`src/rtl/hazard_ctrl_pkg.sv`:
```
// Shared types, opcode constants and decode helpers for the hazard controller slice.
package pipe_pkg;

    localparam int unsigned REG_W = 5;
    localparam int unsigned OP_W  = 6;
    localparam int unsigned CNT_W = 2;

    localparam logic [OP_W-1:0] OP_RTYPE = 6'd0;
    localparam logic [OP_W-1:0] OP_ADDI  = 6'd1;
    localparam logic [OP_W-1:0] OP_LUI   = 6'd3;
    localparam logic [OP_W-1:0] OP_ANDI  = 6'd4;
    localparam logic [OP_W-1:0] OP_ORI   = 6'd5;
    localparam logic [OP_W-1:0] OP_XORI  = 6'd6;
    localparam logic [OP_W-1:0] OP_LW    = 6'd16;
    localparam logic [OP_W-1:0] OP_LH    = 6'd18;
    localparam logic [OP_W-1:0] OP_LB    = 6'd20;
    localparam logic [OP_W-1:0] OP_SW    = 6'd24;
    localparam logic [OP_W-1:0] OP_SH    = 6'd26;
    localparam logic [OP_W-1:0] OP_SB    = 6'd28;
    localparam logic [OP_W-1:0] OP_JAL   = 6'd41;

    localparam logic [REG_W-1:0] LINK_REG = 5'd31;

    typedef enum logic [1:0] {
        FWD_RF    = 2'b00,
        FWD_EXMEM = 2'b01,
        FWD_MEMWB = 2'b10
    } fwd_sel_t;

    typedef enum logic [1:0] {
        RUN    = 2'd0,
        LSTALL = 2'd1,
        FREEZE = 2'd2
    } hz_state_t;

    // Tag held for the instruction in EX (ID/EX register).
    typedef struct packed {
        logic             valid;
        logic             we;
        logic [REG_W-1:0] wreg;
        logic             is_load;
        logic [REG_W-1:0] rs;
        logic [REG_W-1:0] rt;
        logic [OP_W-1:0]  op;
    } idex_tag_t;

    // Tag held for the instructions in MEM and WB.
    typedef struct packed {
        logic             we;
        logic [REG_W-1:0] wreg;
        logic             is_load;
    } stage_tag_t;

    // Destination register of an opcode; 0 means no architectural write.
    function automatic logic [REG_W-1:0] dest_of(input logic [OP_W-1:0]  op,
                                                 input logic [REG_W-1:0] rt,
                                                 input logic [REG_W-1:0] rd);
        logic [REG_W-1:0] d;
        d = '0;
        case (op)
            OP_RTYPE:                                     d = rd;
            OP_ADDI, OP_LUI, OP_ANDI, OP_ORI, OP_XORI,
            OP_LW, OP_LH, OP_LB:                          d = rt;
            OP_JAL:                                       d = LINK_REG;
            default:                                      d = '0;
        endcase
        return d;
    endfunction

    function automatic logic is_load(input logic [OP_W-1:0] op);
        return (op == OP_LW) || (op == OP_LH) || (op == OP_LB);
    endfunction

endpackage

```
`src/rtl/hazard_ctrl_if.sv`:
```
// Pipeline <-> hazard controller bundle.
//  master: pipeline side, drives ID contents, branch outcome and memory ready.
//  slave : hazard_ctrl, returns stall/flush controls and EX operand forward selects.
interface hazard_ctrl_if;
    import pipe_pkg::*;

    logic                id_valid;
    logic [OP_W-1:0]     id_op;
    logic [REG_W-1:0]    id_rs;
    logic [REG_W-1:0]    id_rt;
    logic [REG_W-1:0]    id_rd;
    logic                br_taken;
    logic                mem_ready;
    logic                stall_if;
    logic                flush_if;
    logic                flush_id;
    fwd_sel_t            fwd_s;
    fwd_sel_t            fwd_t;

    modport master (
        output id_valid, id_op, id_rs, id_rt, id_rd, br_taken, mem_ready,
        input  stall_if, flush_if, flush_id, fwd_s, fwd_t
    );

    modport slave (
        input  id_valid, id_op, id_rs, id_rt, id_rd, br_taken, mem_ready,
        output stall_if, flush_if, flush_id, fwd_s, fwd_t
    );
endinterface

```
`src/rtl/hazard_ctrl_dest_tracker.sv`:
```
// Three-stage shadow of the ID/EX, EX/MEM and MEM/WB destination tags.
//  clk, rst : clock, synchronous active-high reset
//  hold     : freeze every stage (data memory not ready)
//  bubble   : load an empty tag into ID/EX instead of id_tag
//  id_tag   : decoded tag of the instruction currently in ID
//  idex, exmem, memwb : registered stage tags
module dest_tracker
    import pipe_pkg::*;
(
    input  logic       clk,
    input  logic       rst,
    input  logic       hold,
    input  logic       bubble,
    input  idex_tag_t  id_tag,
    output idex_tag_t  idex,
    output stage_tag_t exmem,
    output stage_tag_t memwb
);

    // Tag shift register; a bubble is an all-zero tag (valid=0, we=0, rs=rt=0).
    always_ff @(posedge clk) begin
        if (rst) begin
            idex  <= '0;
            exmem <= '0;
            memwb <= '0;
        end else if (!hold) begin
            idex  <= bubble ? '0 : id_tag;
            exmem <= '{we: idex.we, wreg: idex.wreg, is_load: idex.is_load};
            memwb <= exmem;
        end
    end

endmodule

```
`src/rtl/hazard_ctrl.sv`:
```
// Hazard / forwarding controller for the 5-stage core.
//  clk, rst : clock, synchronous active-high reset
//  hz       : slave side of hazard_ctrl_if (ID contents, br_taken, mem_ready in;
//             stall_if, flush_if, flush_id, fwd_s, fwd_t out)
//  LOAD_LAT : load-use bubbles inserted, 1 or 2
module hazard_ctrl
    import pipe_pkg::*;
#(
    parameter int unsigned LOAD_LAT = 1
) (
    input logic          clk,
    input logic          rst,
    hazard_ctrl_if.slave hz
);

    hz_state_t          state, state_n, saved, saved_n, eff_state;
    logic [CNT_W-1:0]   cnt, cnt_n;
    logic               hold_c, bubble_c, stall_c, flush_if_c, flush_id_c;
    logic               flush_req_c, load_use_c;
    logic [REG_W-1:0]   id_dest;
    idex_tag_t          id_tag, idex;
    stage_tag_t         exmem, memwb;
    logic               unused_stage_load;

    // Decode the ID instruction into the tag it will carry into EX.
    assign id_dest = dest_of(hz.id_op, hz.id_rt, hz.id_rd);

    always_comb begin
        id_tag = '0;
        if (hz.id_valid) begin
            id_tag.valid   = 1'b1;
            id_tag.we      = (id_dest != '0);
            id_tag.wreg    = id_dest;
            id_tag.is_load = is_load(hz.id_op);
            id_tag.rs      = hz.id_rs;
            id_tag.rt      = hz.id_rt;
            id_tag.op      = hz.id_op;
        end
    end

    dest_tracker u_tracker (
        .clk    (clk),
        .rst    (rst),
        .hold   (hold_c),
        .bubble (bubble_c),
        .id_tag (id_tag),
        .idex   (idex),
        .exmem  (exmem),
        .memwb  (memwb)
    );

    // Only the EX tag's load bit matters for hazards.
    assign unused_stage_load = exmem.is_load ^ memwb.is_load;

    // Behaviour while frozen is decided by the state we froze from.
    assign eff_state   = (state == FREEZE) ? saved : state;
    assign flush_req_c = hz.br_taken || (idex.valid && (idex.op == OP_JAL));
    assign load_use_c  = hz.id_valid && idex.is_load && idex.we &&
                         ((idex.wreg == hz.id_rs) || (idex.wreg == hz.id_rt));

    // State register.
    always_ff @(posedge clk) begin
        if (rst) begin
            state <= RUN;
            saved <= RUN;
            cnt   <= '0;
        end else begin
            state <= state_n;
            saved <= saved_n;
            cnt   <= cnt_n;
        end
    end

    // Next state and stall/flush controls; priority freeze > flush > load-use.
    always_comb begin
        state_n    = state;
        saved_n    = saved;
        cnt_n      = cnt;
        hold_c     = 1'b0;
        bubble_c   = 1'b0;
        stall_c    = 1'b0;
        flush_if_c = 1'b0;
        flush_id_c = 1'b0;
        if (!hz.mem_ready) begin
            hold_c  = 1'b1;
            stall_c = 1'b1;
            state_n = FREEZE;
            if (state != FREEZE) saved_n = state;
        end else if (flush_req_c) begin
            // Squashes any stalled consumer, so a pending load-use stall is dropped.
            bubble_c   = 1'b1;
            flush_if_c = 1'b1;
            flush_id_c = 1'b1;
            cnt_n      = '0;
            state_n    = RUN;
        end else if (eff_state == LSTALL) begin
            bubble_c   = 1'b1;
            stall_c    = 1'b1;
            flush_id_c = 1'b1;
            cnt_n      = cnt - CNT_W'(1);
            state_n    = (cnt_n == '0) ? RUN : LSTALL;
        end else if (load_use_c) begin
            // The detection cycle is the first of the LOAD_LAT stall cycles.
            bubble_c   = 1'b1;
            stall_c    = 1'b1;
            flush_id_c = 1'b1;
            cnt_n      = CNT_W'(LOAD_LAT - 1);
            state_n    = (LOAD_LAT > 1) ? LSTALL : RUN;
        end else begin
            state_n = RUN;
        end
    end

    // Forward select: EX/MEM wins over MEM/WB; r0 never forwards.
    function automatic fwd_sel_t fwd_for(input logic [REG_W-1:0] src,
                                         input stage_tag_t       em,
                                         input stage_tag_t       mw);
        fwd_sel_t f;
        f = FWD_RF;
        if (src != '0) begin
            if (em.we && (em.wreg == src))      f = FWD_EXMEM;
            else if (mw.we && (mw.wreg == src)) f = FWD_MEMWB;
        end
        return f;
    endfunction

    assign hz.fwd_s    = fwd_for(idex.rs, exmem, memwb);
    assign hz.fwd_t    = fwd_for(idex.rt, exmem, memwb);
    assign hz.stall_if = stall_c;
    assign hz.flush_if = flush_if_c;
    assign hz.flush_id = flush_id_c;

endmodule
```
`src/flat_wrapper.sv`:
```
// flat-port wrapper written by rule: the top's interface ports become plain ports
module hazard_ctrl_flat import pipe_pkg::*;
#(
    parameter int unsigned LOAD_LAT = 1
)
  (clk, rst, hz_id_valid, hz_id_op, hz_id_rs, hz_id_rt, hz_id_rd, hz_br_taken, hz_mem_ready, hz_stall_if, hz_flush_if, hz_flush_id, hz_fwd_s, hz_fwd_t);
  hazard_ctrl_if hz_i ();
  input logic clk;
  input logic rst;
  input wire logic [$bits(hz_i.id_valid)-1:0] hz_id_valid;
  input wire logic [$bits(hz_i.id_op)-1:0] hz_id_op;
  input wire logic [$bits(hz_i.id_rs)-1:0] hz_id_rs;
  input wire logic [$bits(hz_i.id_rt)-1:0] hz_id_rt;
  input wire logic [$bits(hz_i.id_rd)-1:0] hz_id_rd;
  input wire logic [$bits(hz_i.br_taken)-1:0] hz_br_taken;
  input wire logic [$bits(hz_i.mem_ready)-1:0] hz_mem_ready;
  output wire logic [$bits(hz_i.stall_if)-1:0] hz_stall_if;
  output wire logic [$bits(hz_i.flush_if)-1:0] hz_flush_if;
  output wire logic [$bits(hz_i.flush_id)-1:0] hz_flush_id;
  output wire logic [$bits(hz_i.fwd_s)-1:0] hz_fwd_s;
  output wire logic [$bits(hz_i.fwd_t)-1:0] hz_fwd_t;
  assign hz_i.id_valid = hz_id_valid;
  assign hz_i.id_op = hz_id_op;
  assign hz_i.id_rs = hz_id_rs;
  assign hz_i.id_rt = hz_id_rt;
  assign hz_i.id_rd = hz_id_rd;
  assign hz_i.br_taken = hz_br_taken;
  assign hz_i.mem_ready = hz_mem_ready;
  assign hz_stall_if = hz_i.stall_if;
  assign hz_flush_if = hz_i.flush_if;
  assign hz_flush_id = hz_i.flush_id;
  assign hz_fwd_s = hz_i.fwd_s;
  assign hz_fwd_t = hz_i.fwd_t;
  hazard_ctrl #(.LOAD_LAT(LOAD_LAT)) u_core (.clk(clk), .rst(rst), .hz(hz_i));
endmodule
```
`config.mk`:
```
export PLATFORM = sky130hd
export DESIGN_NAME = hazard_ctrl_flat
export DESIGN_NICKNAME = d
export VERILOG_FILES = /design/src/rtl/hazard_ctrl_pkg.sv /design/src/rtl/hazard_ctrl_if.sv /design/src/rtl/hazard_ctrl_dest_tracker.sv /design/src/rtl/hazard_ctrl.sv /design/src/flat_wrapper.sv
export SDC_FILE = /design/constraint.sdc
export NUM_CORES = 1
export LEC_CHECK = 0
export BUFFER_PORTS_ARGS = -buffer_cell sky130_fd_sc_hd__buf_2
export CORE_AREA = 2 2 71 73
export CTS_CLUSTER_SIZE = 25
export DETAILED_ROUTE_END_ITERATION = 16
export DIE_AREA = 0 0 73 75
export HOLD_SLACK_MARGIN = 0.08
export PLACE_DENSITY = 0.62
export SKIP_LAST_GASP = 1
export SYNTH_ARGS = -nofsm -noshare
export SYNTH_HDL_FRONTEND = slang
export SYNTH_SLANG_ARGS = --single-unit
```
`constraint.sdc`:
```
create_clock -name clk -period 3.35 [get_ports clk]
set_input_delay 0.1675 -clock clk [delete_from_list [all_inputs] [get_ports clk]]
set_output_delay 0.1675 -clock clk [all_outputs]
set_load 0.05 [all_outputs]
```
==> impl_metrics.env, run 1 <==
export IMPL_synth_seq_area_share=0.425
export IMPL_place_hpwl_mm=3.18
export IMPL_ff2ff_setup_slack_ns=1.39
export IMPL_tns_ns=0
export IMPL_insertion_delay_ns=0.29
export IMPL_drc_errors=0
export IMPL_die_w_microns=73
export IMPL_drt_iter0_drc=29
export IMPL_cts_tree="yes"
export IMPL_fin_crit_ns=2.04
export IMPL_critPathLaunchType="flip-flop"
export IMPL_yosys_warnings=0
export IMPL_power_density_nw_per_um2=400
export IMPL_fin_ws_ns=1.31
export IMPL_finalPower_uw=906
export IMPL_antenna_cells=0
export IMPL_hp_class="primary input to flip-flop"
export IMPL_path_class="flip-flop to primary output"
export IMPL_rr_worst_depth=6
export IMPL_clock_sinks=42
export IMPL_synth_edf_count=0
export IMPL_via_per_inst=5.45
export IMPL_worst_slew_pin_slew_ns=0.594
export IMPL_post_place_ws_ns=1.43
export IMPL_cp_arrival_ns=1.87
export IMPL_overflow=0
export IMPL_syn_inst=201
export IMPL_clk_pin_slew_ns=0.07
export IMPL_synth_seq_cells=42
export IMPL_antenna_found_initial=0
export IMPL_io_buffer_count=32
export IMPL_async_flop_share=0
export IMPL_clockRootBuffer="clkbuf_8"
export IMPL_fin_nets=261
export IMPL_grt_pass1_wl_mm=7.08
export IMPL_dieArea_sq_um=5480
export IMPL_synthFlopType="dfxtp_1"
export IMPL_cap_violations=0
export IMPL_period_share=0.609
export IMPL_ctsResizeCount=0
export IMPL_cts_made_buffers=5
export IMPL_holdPathEnd="u_core.u_tracker.idex[5]"
export IMPL_dr_total_vias=1569
export IMPL_first_pass_iters=4
export IMPL_finalSetupViolations=0
export IMPL_grt_setup_unrepaired="false"
export IMPL_htree_levels=2
export IMPL_row_count=25
export IMPL_post_cts_buffers=0
export IMPL_drtAntennaViolNets=0
export IMPL_gp_congestion=0.783
export IMPL_grt_pass1_vias=1440
export IMPL_finalClockSkew_ns=0.00870
export IMPL_io_pins=33
export IMPL_yosysUniqueCellTypes=38
export IMPL_cellLeakagePower_nw=1.00
export IMPL_wl_per_cell_microns=14.8
export IMPL_min_delay_start="hz_id_op[5]"
export IMPL_coreArea_sq_um=4660
export IMPL_slew_violations=0
export IMPL_r2r_end="u_core.u_tracker.idex[9]"
export IMPL_clockBufferDepth=2
export IMPL_wl_mm=4.27
export IMPL_timing_rr_start="u_core.u_tracker.idex[1]"
export IMPL_clock_fmax_mhz=490
export IMPL_track_usage=0.169
export IMPL_netlist_area_sq_um=1980
export IMPL_syn_nets=228
export IMPL_status="complete, no violations"
export IMPL_holdPathStages=2
export IMPL_start_util=0.425
export IMPL_final_layout_size_suffix_gt1_frac=0.222
export IMPL_hold_buffers=0
export IMPL_hold_viol_final=0
export IMPL_dieHeight_microns=75
export IMPL_syn2layout_area_growth_pct=14.5
export IMPL_worstPathRequired_ns=3.18
export IMPL_max_slew_margin_rel=0.603
export IMPL_grt_max_degree=24
export IMPL_peakVddDrop_mv=0.187
export IMPL_critPathMaxFanout=4
export IMPL_syn_area_per_cell_sq_um=9.85
export IMPL_end_kind="primary output"
==> cell usage after synthesis, types with 2 or more instances <==
cell | instances | area (sq um)
buf_2 | 2 | 10.0
clkbuf_1 | 6 | 22.5
and4_1 | 2 | 17.5
dfxtp_1 | 42 | 841
inv_1 | 5 | 18.8
or4_1 | 3 | 22.5
nor3_1 | 3 | 15.0
a31o_2 | 3 | 26.3
o21ai_0 | 5 | 25.0
a211oi_1 | 2 | 15.0
a22o_1 | 21 | 184
a221o_2 | 3 | 33.8
a221o_1 | 2 | 20.0
or2_2 | 2 | 12.5
nand3_1 | 6 | 30.0
xnor2_1 | 16 | 140
mux2i_1 | 12 | 120
nor2_1 | 23 | 86.3
xor2_1 | 14 | 123
a22o_2 | 3 | 30.0
nor4_1 | 4 | 25.0
a21oi_1 | 2 | 10.0
nand2_1 | 4 | 15.0
nand4_1 | 2 | 12.5
==> cell usage in the layout, fill, tap and decap left out, types with 2 or more instances in the layout <==
cell / Yosys / routed
a211oi_1: 2 / 2
nand4_1: 2 / 2
or2_2: 2 / 2
nor2_1: 23 / 23
buf_2: 2 / 32
or4_1: 3 / 3
inv_1: 5 / 5
dfxtp_1: 42 / 42
clkbuf_8: 0 / 5
a21oi_1: 2 / 2
a22o_1: 21 / 21
and4_1: 2 / 2
xor2_1: 14 / 14
nor4_1: 4 / 4
a221o_2: 3 / 3
clkbuf_1: 6 / 2
xnor2_1: 16 / 16
nand2_1: 4 / 4
buf_4: 0 / 2
nor3_1: 3 / 3
mux2i_1: 12 / 12
o21ai_0: 5 / 5
nand3_1: 6 / 6
a31o_2: 3 / 3
a22o_2: 3 / 3
a221o_1: 2 / 2
==> logic make-up after synthesis <==
| kind of cell | synth area share |
|---|---|
| AND/OR/NAND/NOR | 0.156 |
| AO/OA/AOI/OAI | 0.194 |
| flip-flops | 0.425 |
| XOR/XNOR | 0.133 |
| buffers and inverters | 0.0259 |
| multiplexers | 0.0607 |
| adder cells (fa/ha/maj) | 0.00632 |
==> cell type report <==
type | instances | area (sq um)
Timing Repair Buffer | 34 | 175
Multi-Input combinational cell | 146 | 1090
Tap cell | 54 | 67.6
Inverter | 5 | 18.8
Sequential cell | 42 | 841
Clock buffer | 7 | 76.3
Fill cell | 441 | 2390
==> how the worst max path moves through the flow <==
stage	from	to	depth (start not counted)
2_1_floorplan	u_core.u_tracker.idex[20]	hz_flush_id	5
3_3_place_gp	u_core.u_tracker.idex[1]	u_core.u_tracker.idex[0]	6
3_5_place_dp	u_core.u_tracker.idex[1]	u_core.u_tracker.idex[2]	6
4_1_cts	u_core.u_tracker.idex[20]	hz_flush_id	6
5_1_grt	u_core.u_tracker.idex[1]	u_core.u_tracker.idex[20]	6
6_report	u_core.u_tracker.idex[20]	hz_flush_id	6
==> where the power goes <==
| part | switching [mW] | total [mW] | internal [mW] | leakage (nW) |
|---|---|---|---|---|
| clock | 0.157 | 0.300 | 0.143 | 0.0383 |
| sequential | 0.00770 | 0.514 | 0.506 | 0.340 |
| combinational | 0.0513 | 0.0915 | 0.0402 | 0.626 |
| total | 0.216 | 0.906 | 0.690 | 1.00 |
==> per-stage QoR <==
stage | cell area, sq um | utilization | hold WS, ns | cells
after floorplan | 1980 | - | 0.300 | 201
after global placement | 2190 | 0.470 | 0.411 | 281
after detailed placement | 2190 | 0.470 | 0.426 | 281
after CTS | 2270 | 0.486 | 0.124 | 288
after global routing | 2270 | 0.486 | 0.136 | 288
final | 2270 | 0.486 | 0.129 | 288
==> sequential cells by signal (all words and copies together), names as in the netlist <==
name / cells
u_core.u_tracker.memwb: 6
u_core.u_tracker.idex: 24
u_core.cnt: 2
u_core.u_tracker.exmem: 6
u_core.saved: 2
u_core.state: 2
==> metal layers <==
layer / track usage / share of wire / vias up / wire [microns]
li1: - / - / 810 / -
met1: 0.237 / 0.51 / 722 / 2180
met2: 0.254 / 0.44 / 32 / 1880
met3: 0.0428 / 0.042 / 5 / 178
met4: 0.0556 / 0.0087 / 0 / 37
met5: 0 / 0 / - / 0
==> worst max-delay path, stage by stage (launching register included) <==
cell      delay [ns]
dfxtp_1         0.38
xor2_1          0.19
nor4_1          0.28
a31o_2          0.22
nor2_1          0.08
a21boi_0        0.16
buf_2           0.28
Note: power is estimated with default switching activity, not from simulation.
==> inputs of run 2 (changes only) <==
PLACE_DENSITY = 0.64   (was 0.62)
clock period = 1.6 ns   (was 3.35 ns; I/O delays follow)
==> impl_metrics.env, run 2 (synthesized netlist as in run 1, its figures left out) <==
export IMPL_worstPathRequired_ns=1.52
export IMPL_final_cell_mix="buf_4, dfxtp_1, buf_2"
export IMPL_cts_made_buffers=5
export IMPL_io_pins=33
export IMPL_via_per_inst=5.22
export IMPL_peakVddDrop_mv=0.356
export IMPL_worst_slew_pin_slew_ns=0.615
export IMPL_drc_errors=0
export IMPL_clockBufferDepth=2
export IMPL_end_kind="primary output"
export IMPL_gp_congestion=0.772
export IMPL_finalClockSkew_ns=0.00528
export IMPL_io_buffer_count=32
export IMPL_grt_pass1_wl_mm=7.71
export IMPL_p_seq_frac=0.501
export IMPL_met3WireLength_microns=172
export IMPL_die_w_microns=73
export IMPL_place_hpwl_mm=3.28
export IMPL_track_usage=0.184
export IMPL_cellLeakagePower_nw=1.25
export IMPL_cap_violations=0
export IMPL_grt_pass1_vias=1632
export IMPL_clockRootBuffer="clkbuf_8"
export IMPL_coreArea_sq_um=4660
export IMPL_start_util=0.425
export IMPL_met2_length_mm=2.13
export IMPL_antenna_cells=0
export IMPL_antenna_found_initial=0
export IMPL_min_delay_start="hz_id_rt[4]"
export IMPL_finalSetupViolations=30
export IMPL_dieArea_sq_um=5480
export IMPL_dp_cells=308
export IMPL_wl_met1_mm=2.32
export IMPL_clock_sinks=42
export IMPL_fin_ws_ns=-0.171
export IMPL_grt_max_degree=21
export IMPL_switchingPower_uw=498
export IMPL_slew_violations=0
export IMPL_drtAntennaViolNets=0
export IMPL_power_density_nw_per_um2=755
export IMPL_pwr_share_clk=0.369
export IMPL_final_layout_size_suffix_gt1_frac=0.444
export IMPL_clock_fmax_mhz=565
export IMPL_max_slew_margin_rel=0.589
export IMPL_comb_power_share=0.130
export IMPL_wl_mm=4.68
export IMPL_drt_iter0_drc=70
export IMPL_status="complete, but fails checks"
export IMPL_dr_total_vias=1717
export IMPL_switching_share=0.233
export IMPL_top_layer="met4"
export IMPL_cp_startpoint="u_core.u_tracker.idex[18]"
export IMPL_hold_viol_final=0
export IMPL_clk_pin_slew_ns=0.08
export IMPL_first_pass_iters=4
export IMPL_period_share=1.11
export IMPL_regMostFlops="u_core.u_tracker.idex"
export IMPL_htree_levels=2
export IMPL_fin_cells=329
export IMPL_overflow=0
export IMPL_insertion_delay_ns=0.29
export IMPL_grt_setup_unrepaired="true"
export IMPL_path_class="flip-flop to primary output"
export IMPL_critPathMaxFanout=4
export IMPL_fin_crit_ns=1.77
export IMPL_p_int_mw=1.64
export IMPL_final_util=0.606
export IMPL_hp_class="primary input to flip-flop"
export IMPL_dieHeight_microns=75
export IMPL_largest_registers="u_core.u_tracker.idex x24, u_core.u_tracker.exmem x6, u_core.u_tracker.memwb x6"
export IMPL_row_count=25
export IMPL_timing_rr_start="u_core.u_tracker.idex[18]"
export IMPL_cts_tree="yes"
export IMPL_cp_arrival_ns=1.69
export IMPL_fin_nets=301
export IMPL_final_common_cell="buf_4"
export IMPL_largest_reg_flops=24
export IMPL_syn2layout_area_growth_pct=42.7
export IMPL_violations="negative setup slack"
export IMPL_wl_per_cell_microns=14.2
export IMPL_finalPower_mw=2.13
export IMPL_critPathLaunchType="flip-flop"
-- run 2: cell types whose count changed in the layout (fill, tap and decap cells not counted), moves of 4 or more --
cell           change
dfxtp_4            +4
buf_4             +29
dfxtp_2           +11
buf_6             +10
dlygate4sd3_1      +7
buf_2              -7
dfxtp_1           -15
nor2_1             -5
-- run 2: worst paths after layout --
kind,slack [ns],cells after the start,end
hold / removal,0.07,2,u_core.u_tracker.idex[10]
setup reg to reg,-0.10,7,u_core.u_tracker.idex[0]
setup / recovery,-0.17,6,hz_flush_id
hold reg to reg,0.45,2,u_core.saved[1]
-- run 2: stage by stage --
step	TNS (ns)	setup WS [ns]	cell area, sq um	hold slack, ns
global placement	-0.463	-0.133	2420	0.348
floorplan	0	0.0345	2000	0.213
finish	-2.27	-0.171	2830	0.0691
CTS	-4.07	-0.160	2750	0.0830
global route	-4.46	-0.241	2830	0.0845
detailed placement	-0.689	-0.157	2420	0.339
-- run 2: cell type report --
| class | count | area, sq um |
|---|---|---|
| fill | 397 | 1840 |
| multi-input combinational | 146 | 1200 |
| sequential | 42 | 870 |
| timing repair buffer | 74 | 561 |
| clock buffer | 8 | 110 |
| tap | 54 | 67.6 |
| inverter | 5 | 18.8 |
-- run 2: what timing repair did --
item / 4_1_cts / 5_1_grt
hold endpoints to repair: 7 / 0
hold buffers: 7 / 0
gates resized for setup: 37 / 19
pin swaps: 16 / 12
setup buffers: 5 / 3
endpoints found under the setup margin: 32 / 33
-- run 2: power groups by stage --
stage	clock network (mW)	logic (mW)	registers [mW]
CTS	0.794	0.270	1.07
floorplan	0	0.127	1.09
finish	0.786	0.278	1.07
detailed placement	0	0.236	1.10
global placement	0	0.236	1.10
global route	0.836	0.302	1.07
-- run 2: critical path, stage by stage, from the launching register on --
cell	delay [ns]
dfxtp_4	0.37
xor2_2	0.18
nor4_2	0.25
and3_4	0.24
nor2_4	0.05
a21boi_2	0.14
buf_6	0.17
-- run 2: metal layers --
| layer | track usage | vias up |
|---|---|---|
| met1 | 0.252 | 792 |
| met3 | 0.0495 | 6 |
| met4 | 0.0679 | 0 |
| met2 | 0.280 | 30 |
| li1 | - | 889 |
| met5 | 0 | - |
==> inputs of run 3 (changes only) <==
RECOVER_POWER = 50   (was default)
==> impl_metrics.env, run 3 (synthesized netlist as in run 1, its figures left out) <==
export IMPL_fin_crit_ns=1.77
export IMPL_status="complete, but fails checks"
export IMPL_cap_violations=0
export IMPL_finalPower_mw=2.13
export IMPL_slew_violations=0
export IMPL_grt_pass1_wl_mm=7.71
export IMPL_clk_pin_slew_ns=0.08
export IMPL_critPathLaunchType="flip-flop"
export IMPL_cp_arrival_ns=1.69
export IMPL_grt_setup_unrepaired="true"
export IMPL_final_cell_mix="buf_4, dfxtp_1, buf_2"
export IMPL_place_hpwl_mm=3.28
export IMPL_fin_nets=301
export IMPL_critPathMaxFanout=4
export IMPL_start_util=0.425
export IMPL_hold_viol_final=0
export IMPL_end_kind="primary output"
export IMPL_dieHeight_microns=75
export IMPL_cts_made_buffers=5
export IMPL_worst_slew_pin_slew_ns=0.615
export IMPL_finalSetupViolations=30
export IMPL_wl_mm=4.68
export IMPL_final_layout_size_suffix_gt1_frac=0.440
export IMPL_clockRootBuffer="clkbuf_8"
export IMPL_largest_reg_flops=24
export IMPL_htree_levels=2
export IMPL_dieArea_sq_um=5480
export IMPL_dr_total_vias=1717
export IMPL_fill_cells=395
export IMPL_drtAntennaViolNets=0
export IMPL_wl_per_cell_microns=14.2
export IMPL_peakVddDrop_mv=0.356
export IMPL_largest_registers="u_core.u_tracker.idex x24, u_core.u_tracker.exmem x6, u_core.u_tracker.memwb x6"
export IMPL_row_count=25
export IMPL_post_place_ws_ns=-0.157
export IMPL_gp_congestion=0.772
export IMPL_final_util=0.606
export IMPL_violations="negative setup slack"
export IMPL_antenna_found_initial=0
export IMPL_finalClockSkew_ns=0.00529
export IMPL_clock_fmax_mhz=565
export IMPL_cellLeakagePower_nw=1.25
export IMPL_overflow=0
export IMPL_first_pass_iters=4
export IMPL_die_w_microns=73
export IMPL_max_slew_margin_rel=0.589
export IMPL_coreArea_sq_um=4660
export IMPL_io_pins=33
export IMPL_grt_pass1_vias=1632
export IMPL_regMostFlops="u_core.u_tracker.idex"
export IMPL_drt_iter0_drc=70
export IMPL_worstPathRequired_ns=1.52
export IMPL_insertion_delay_ns=0.29
export IMPL_final_common_cell="buf_4"
export IMPL_cts_tree="yes"
export IMPL_clockBufferDepth=2
export IMPL_grt_max_degree=21
export IMPL_track_usage=0.184
export IMPL_fin_ws_ns=-0.171
export IMPL_hp_class="primary input to flip-flop"
export IMPL_period_share=1.11
export IMPL_io_buffer_count=32
export IMPL_power_density_nw_per_um2=755
export IMPL_clock_sinks=42
export IMPL_syn2layout_area_growth_pct=42.7
export IMPL_drc_errors=0
export IMPL_path_class="flip-flop to primary output"
export IMPL_antenna_cells=0
export IMPL_via_per_inst=5.22
## run 3: cell types whose count changed in the layout (fill, tap and decap cells not counted), sizes merged
cell,before,now
clkbuf,8,9
buf,67,66
## run 3: what timing repair did
action	in CTS	in global routing
hold buffers	7	0
hold endpoints to repair	7	0
endpoints found under the setup margin	32	33
gates resized for setup	37	19
buffers inserted	5	3
pin swaps	16	12
## run 3: critical path, stage by stage, from the launching register on
cell	delay [ns]
dfxtp_4	0.37
xor2_2	0.18
nor4_2	0.25
and3_4	0.24
nor2_4	0.05
a21boi_2	0.14
buf_6	0.17
## run 3: worst paths after layout
kind | slack [ns] | cells past startpoint | start | end
setup / recovery | -0.17 | 6 | u_core.u_tracker.idex[18] | hz_flush_id
hold / removal | 0.07 | 2 | hz_id_rt[4] | u_core.u_tracker.idex[10]
setup reg to reg | -0.10 | 7 | u_core.u_tracker.idex[18] | u_core.u_tracker.idex[0]
hold reg to reg | 0.45 | 2 | u_core.saved[1] | u_core.saved[1]
## run 3: stage by stage
step | cells | hold WS, ns | instance area [sq um] | setup TNS, ns
6_report | 329 | 0.0691 | 2820 | -2.27
5_1_grt | 329 | 0.0845 | 2820 | -4.46
4_1_cts | 327 | 0.0830 | 2750 | -4.07
3_5_place_dp | 308 | 0.339 | 2420 | -0.689
3_3_place_gp | 308 | 0.348 | 2420 | -0.463
2_1_floorplan | 201 | 0.213 | 2000 | 0
## run 3: cell type report
class / instances / area (sq um) / area share
Inverter: 5 / 18.8 / 0.00665
Timing Repair Buffer: 74 / 559 / 0.198
Sequential cell: 42 / 870 / 0.308
Multi-Input combinational cell: 146 / 1200 / 0.424
Clock buffer: 8 / 110 / 0.0390
Tap cell: 54 / 67.6 / 0.0239
## run 3: power by group
group          switching (mW)  total, mW  internal, mW
Clock                   0.351      0.786         0.436
Combinational           0.132      0.277         0.145
Sequential             0.0155       1.07          1.05
Total                   0.498       2.13          1.64
## run 3: layer usage
metal / track usage / up-vias / wire, microns
met3: 0.0495 / 6 / 171
li1: - / 889 / -
met1: 0.252 / 792 / 2320
met2: 0.280 / 30 / 2130
met5: 0 / - / 0
met4: 0.0679 / 0 / 64
